File: src/rtl/fifo_buffer_sync.sv
// rtl/fifo_buffer_sync.sv - single-clock FWFT byte FIFO; sticky overflow/underflow flags under FIFO_BUFFER_ERR_FLAGS_EN
module fifo_buffer_sync #(
    parameter int DEPTH        = 16,
    parameter int DATA_WIDTH   = 8,
    parameter int AFULL_LEVEL  = 14,
    parameter int AEMPTY_LEVEL = 2
) (
    input  logic                       clk,
    input  logic                       rst_n,
    input  logic                       wr_en,
    input  logic [DATA_WIDTH-1:0]      din,
    input  logic                       rd_en,
    output logic [DATA_WIDTH-1:0]      dout,
    output logic                       full,
    output logic                       empty,
    output logic                       almost_full,
    output logic                       almost_empty,
    output logic [$clog2(DEPTH):0]     count,
    input  logic                       err_clr,
    output logic                       overflow,
    output logic                       underflow
);
    localparam int AW = $clog2(DEPTH);
    localparam int CW = AW + 1;
    localparam logic [CW-1:0] DEPTH_C  = CW'(DEPTH);
    localparam logic [CW-1:0] AFULL_C  = CW'(AFULL_LEVEL);
    localparam logic [CW-1:0] AEMPTY_C = CW'(AEMPTY_LEVEL);

    logic [DATA_WIDTH-1:0] mem [DEPTH];
    logic [AW-1:0]         wr_ptr_q, wr_ptr_d;
    logic [AW-1:0]         rd_ptr_q, rd_ptr_d;
    logic [CW-1:0]         count_q, count_d;
    logic                  wr_accept, rd_accept;

    // Status is decoded from the registered count only, so it never glitches on input strobes.
    assign full         = (count_q == DEPTH_C);
    assign empty        = (count_q == '0);
    assign almost_full  = (count_q >= AFULL_C);
    assign almost_empty = (count_q <= AEMPTY_C);
    assign count        = count_q;

    assign wr_accept = wr_en && (!full || rd_en);
    assign rd_accept = rd_en && !empty;

    assign dout = empty ? '0 : mem[rd_ptr_q];

    always_comb begin
        wr_ptr_d = wr_ptr_q;
        rd_ptr_d = rd_ptr_q;
        count_d  = count_q;
        if (wr_accept) wr_ptr_d = wr_ptr_q + 1'b1;
        if (rd_accept) rd_ptr_d = rd_ptr_q + 1'b1;
        if (wr_accept && !rd_accept)      count_d = count_q + 1'b1;
        else if (rd_accept && !wr_accept) count_d = count_q - 1'b1;
    end

    always_ff @(posedge clk or negedge rst_n) begin
        if (!rst_n) begin
            wr_ptr_q <= '0;
            rd_ptr_q <= '0;
            count_q  <= '0;
        end else begin
            wr_ptr_q <= wr_ptr_d;
            rd_ptr_q <= rd_ptr_d;
            count_q  <= count_d;
        end
    end

    always_ff @(posedge clk) begin
        if (wr_accept) mem[wr_ptr_q] <= din;
    end

`ifdef FIFO_BUFFER_ERR_FLAGS_EN
    logic overflow_q, overflow_d;
    logic underflow_q, underflow_d;

    // A new error in the same cycle as err_clr must survive the clear.
    always_comb begin
        overflow_d  = err_clr ? 1'b0 : overflow_q;
        underflow_d = err_clr ? 1'b0 : underflow_q;
        if (wr_en && full && !rd_en) overflow_d  = 1'b1;
        if (rd_en && empty)          underflow_d = 1'b1;
    end

    always_ff @(posedge clk or negedge rst_n) begin
        if (!rst_n) begin
            overflow_q  <= 1'b0;
            underflow_q <= 1'b0;
        end else begin
            overflow_q  <= overflow_d;
            underflow_q <= underflow_d;
        end
    end

    assign overflow  = overflow_q;
    assign underflow = underflow_q;
`else
    logic unused_err_clr;
    assign unused_err_clr = err_clr;
    assign overflow       = 1'b0;
    assign underflow      = 1'b0;
`endif

endmodule

File: config.mk
export PLATFORM = sky130hd
export DESIGN_NAME = fifo_buffer_sync
export DESIGN_NICKNAME = d
export VERILOG_FILES = /design/src/rtl/fifo_buffer_sync.sv
export SDC_FILE = /design/constraint.sdc
export NUM_CORES = 1
export LEC_CHECK = 0
export CORE_UTILIZATION = 35
export DETAILED_ROUTE_END_ITERATION = 7
export SLEW_MARGIN = 20
export SYNTH_ARGS = -nofsm -noshare
export SYNTH_HDL_FRONTEND = slang
export SYNTH_SLANG_ARGS = --single-unit
File: constraint.sdc
create_clock -name clk -period 3.74 [get_ports clk]
set_input_delay 0.561 -clock clk [delete_from_list [all_inputs] [get_ports clk]]
set_output_delay 0.561 -clock clk [all_outputs]
set_load 0.1 [all_outputs]
==> metrics.cfg <==
[placement]
post_dp_cell_area_mm2=0.00634
place.gp.congestion=0.730
io_buffers=28
dpl.hpwl_um=7530

[synth]
synth_area_mm2=0.00583
synth_top_area_share_pct=65.9
synth_common_cells=edfxtp_1 (128), mux4_2 (32), dfrtp_1 (13)
synth_edf_count=128
avgSynthCellArea_um2=19.1
yosys.area.top_type=edfxtp_1
synth_seq_cells=141
ys_async_sr_fraction_pct=9.22
syn_inst=306
synth_area_leaders=edfxtp_1 (66%), mux4_2 (12%), dfrtp_1 (5.6%)
synthFlopType=edfxtp_1
yosysMostFrequentCell=edfxtp_1
synthDistinctLibCells=34
yosysWarningCount=0
seq_area_frac_synth_pct=71.5

[worst_setup_path]
critical_path_class=register to primary output
crit_path_cell_trace=buf_4 -> mux4_2 -> mux2_2 -> o21ai_0 -> a21oi_2 -> buf_4
rrSetupSlack_ns=0.41
ff2ff_path_depth=9
r2r_end=count[4]
cpPeakStageDelay_ns=0.60
end_kind=primary output
crit_top_cell=buf_4
start_kind=register
crit_fanout=12
cp.arrival_ns=2.81
cpMaxStageDelayCell=dfrtp_2
critPathRequiredTime_ns=3.18
timing.rr.start=count[0]

[finish]
syn_to_final_growth_pct=18.4
drive_gt1_share_pct=29.9
num_antenna_cells=0
final_area_mm2=0.00690
nets=365
nFillCells=1399

[routing]
wl_per_cell_um=20.4
top_layer_used=met4
wl_um=11600
drt_iter0_drc=236
firstDrtPassIters=4
wl_met3_um=534
vias=2845
viasPerCell=4.98
dr_wl_met2_um=5580
drcViolationCount=0
final_antenna_net_count=0
met1_length_um=5400

[sta]
finalSetupViolCount=0
fin_crit_ns=3.37
slew_headroom_pct=35.0
hold_viol_final=0
finalCritPeriodShare_pct=90.2
drv_slew=0
final.setup.tns_ns=0
worst_pin_slew_ns=0.971
fmax_mhz=296
skew_ns=0.00534
rsz0062_at_grt=no

[clock_network]
cts.sinks=141
path_clk_slew_ns=0.06
cts_max_level=4
cts_tree=built
clock_path_buffers=2
cts_hold_buf=0
numCtsBuffers=17
clock_insertion_delay_worst_skew_ns=0.41
cts-root-buf=clkbuf_16
post_cts_resized=0
post-cts-setup-buffer-count=0

[floorplan]
fp.dieH_um=131
fp.coreArea_mm2=0.0161
ios=32
dieWidth_um=131
rows=46
die-area_mm2=0.0172
start_util_pct=36.3

[flow_run]
drv_cap=0

[outcome]
status=finished, final reports clean

[global_routing]
grt_pass1_vias=3160
track_usage_pct=15.6
grt_first_pass_wirelength_um=18500
antenna_found_initial=0
overflow=0
grt_start_max_net_pins=26

[hold_path]
whs_path_depth=1
hold_class=register to register
worst_hold_path.endpoint=rd_ptr_q[0]
hold_path.startpoint=rd_ptr_q[0]

-- metal layers --
metal  global-route usage, %  vias up
met5                       0        -
met4                    5.41        0
met3                    4.75        8
met2                    24.2       77
met1                    20.7     1468
li1                        -     1292
-- cell usage in the layout, fill, tap and decap left out, drive strengths merged --
master,Yosys,layout
clkdlybuf4s50,0,17
inv,6,6
and3,4,4
fa,1,1
clkbuf,7,19
clkinvlp,0,5
or4,1,1
and2,8,8
o31ai,2,2
buf,11,17
xor2,2,2
a21o,2,2
o21ai,13,13
bufinv,0,2
conb,1,2
nand2b,1,1
nand4,1,1
nand3,7,7
nor3b,1,1
nor2,7,7
xnor2,7,7
edfxtp,128,128
mux2,10,10
mux2i,9,9
ha,9,9
nand2,7,7
dfrtp,13,13
mux4,32,32
clkinv,0,6
a21oi,10,10
nor3,4,4
a2111oi,2,2
-- state kept, by name, summed over array words and instances, names as in the netlist --
register,count
count,5
rd_ptr_q,4
wr_ptr_q,4
mem,128
-- worst max-delay path: cells and delay by family (launching register included) --
family | cells | cell delay [ns]
mux | 2 | 0.81
flops | 1 | 0.60
buf+inv | 2 | 0.59
compound gates | 2 | 0.40
-- through the flow --
step                      setup WS [ns]  std cells  hold WS (ns)  util, %
after floorplan                   0.263        307         0.265        -
final                             0.366        571         0.516     43.0
after CTS                         0.311        571         0.518     43.0
after global routing              0.164        571         0.538     43.0
after global placement            0.475        539         0.491     39.5
after detailed placement          0.348        539         0.507     39.5
-- final cells by class --
type	count	area, µm²	share of cell area, %
clock inverters	13	125	1.81
flip-flops and latches	141	4170	60.4
clock buffers	19	433	6.27
inverters	6	25.0	0.363
multi-input cells	142	1580	22.9
repair buffers	34	298	4.31
well taps	216	270	3.92
-- logic make-up after synthesis --
| kind of cell | Yosys count | synth area share [%] |
|---|---|---|
| buf+inv | 24 | 2.06 |
| fa+ha+maj | 10 | 2.27 |
| flops | 141 | 71.5 |
| mux | 51 | 15.8 |
| simple gates | 41 | 3.86 |
| xor+xnor | 9 | 1.35 |
| other cells | 1 | 0.0643 |
| compound gates | 29 | 3.05 |
-- worst max-delay path by stage --
stage,from,to,slack [ns],depth (start not counted)
3_5_place_dp,rd_en,count[4],0.35,9
6_report,rd_ptr_q[1],dout[0],0.37,6
5_1_grt,rd_ptr_q[1],dout[0],0.16,6
3_3_place_gp,rd_en,count[4],0.47,9
2_1_floorplan,count[1],almost_empty,0.26,1
4_1_cts,rd_ptr_q[1],dout[0],0.31,6
Power is not shown: default switching activity piles up to over one toggle a cycle in this logic, so the estimate is an artifact.
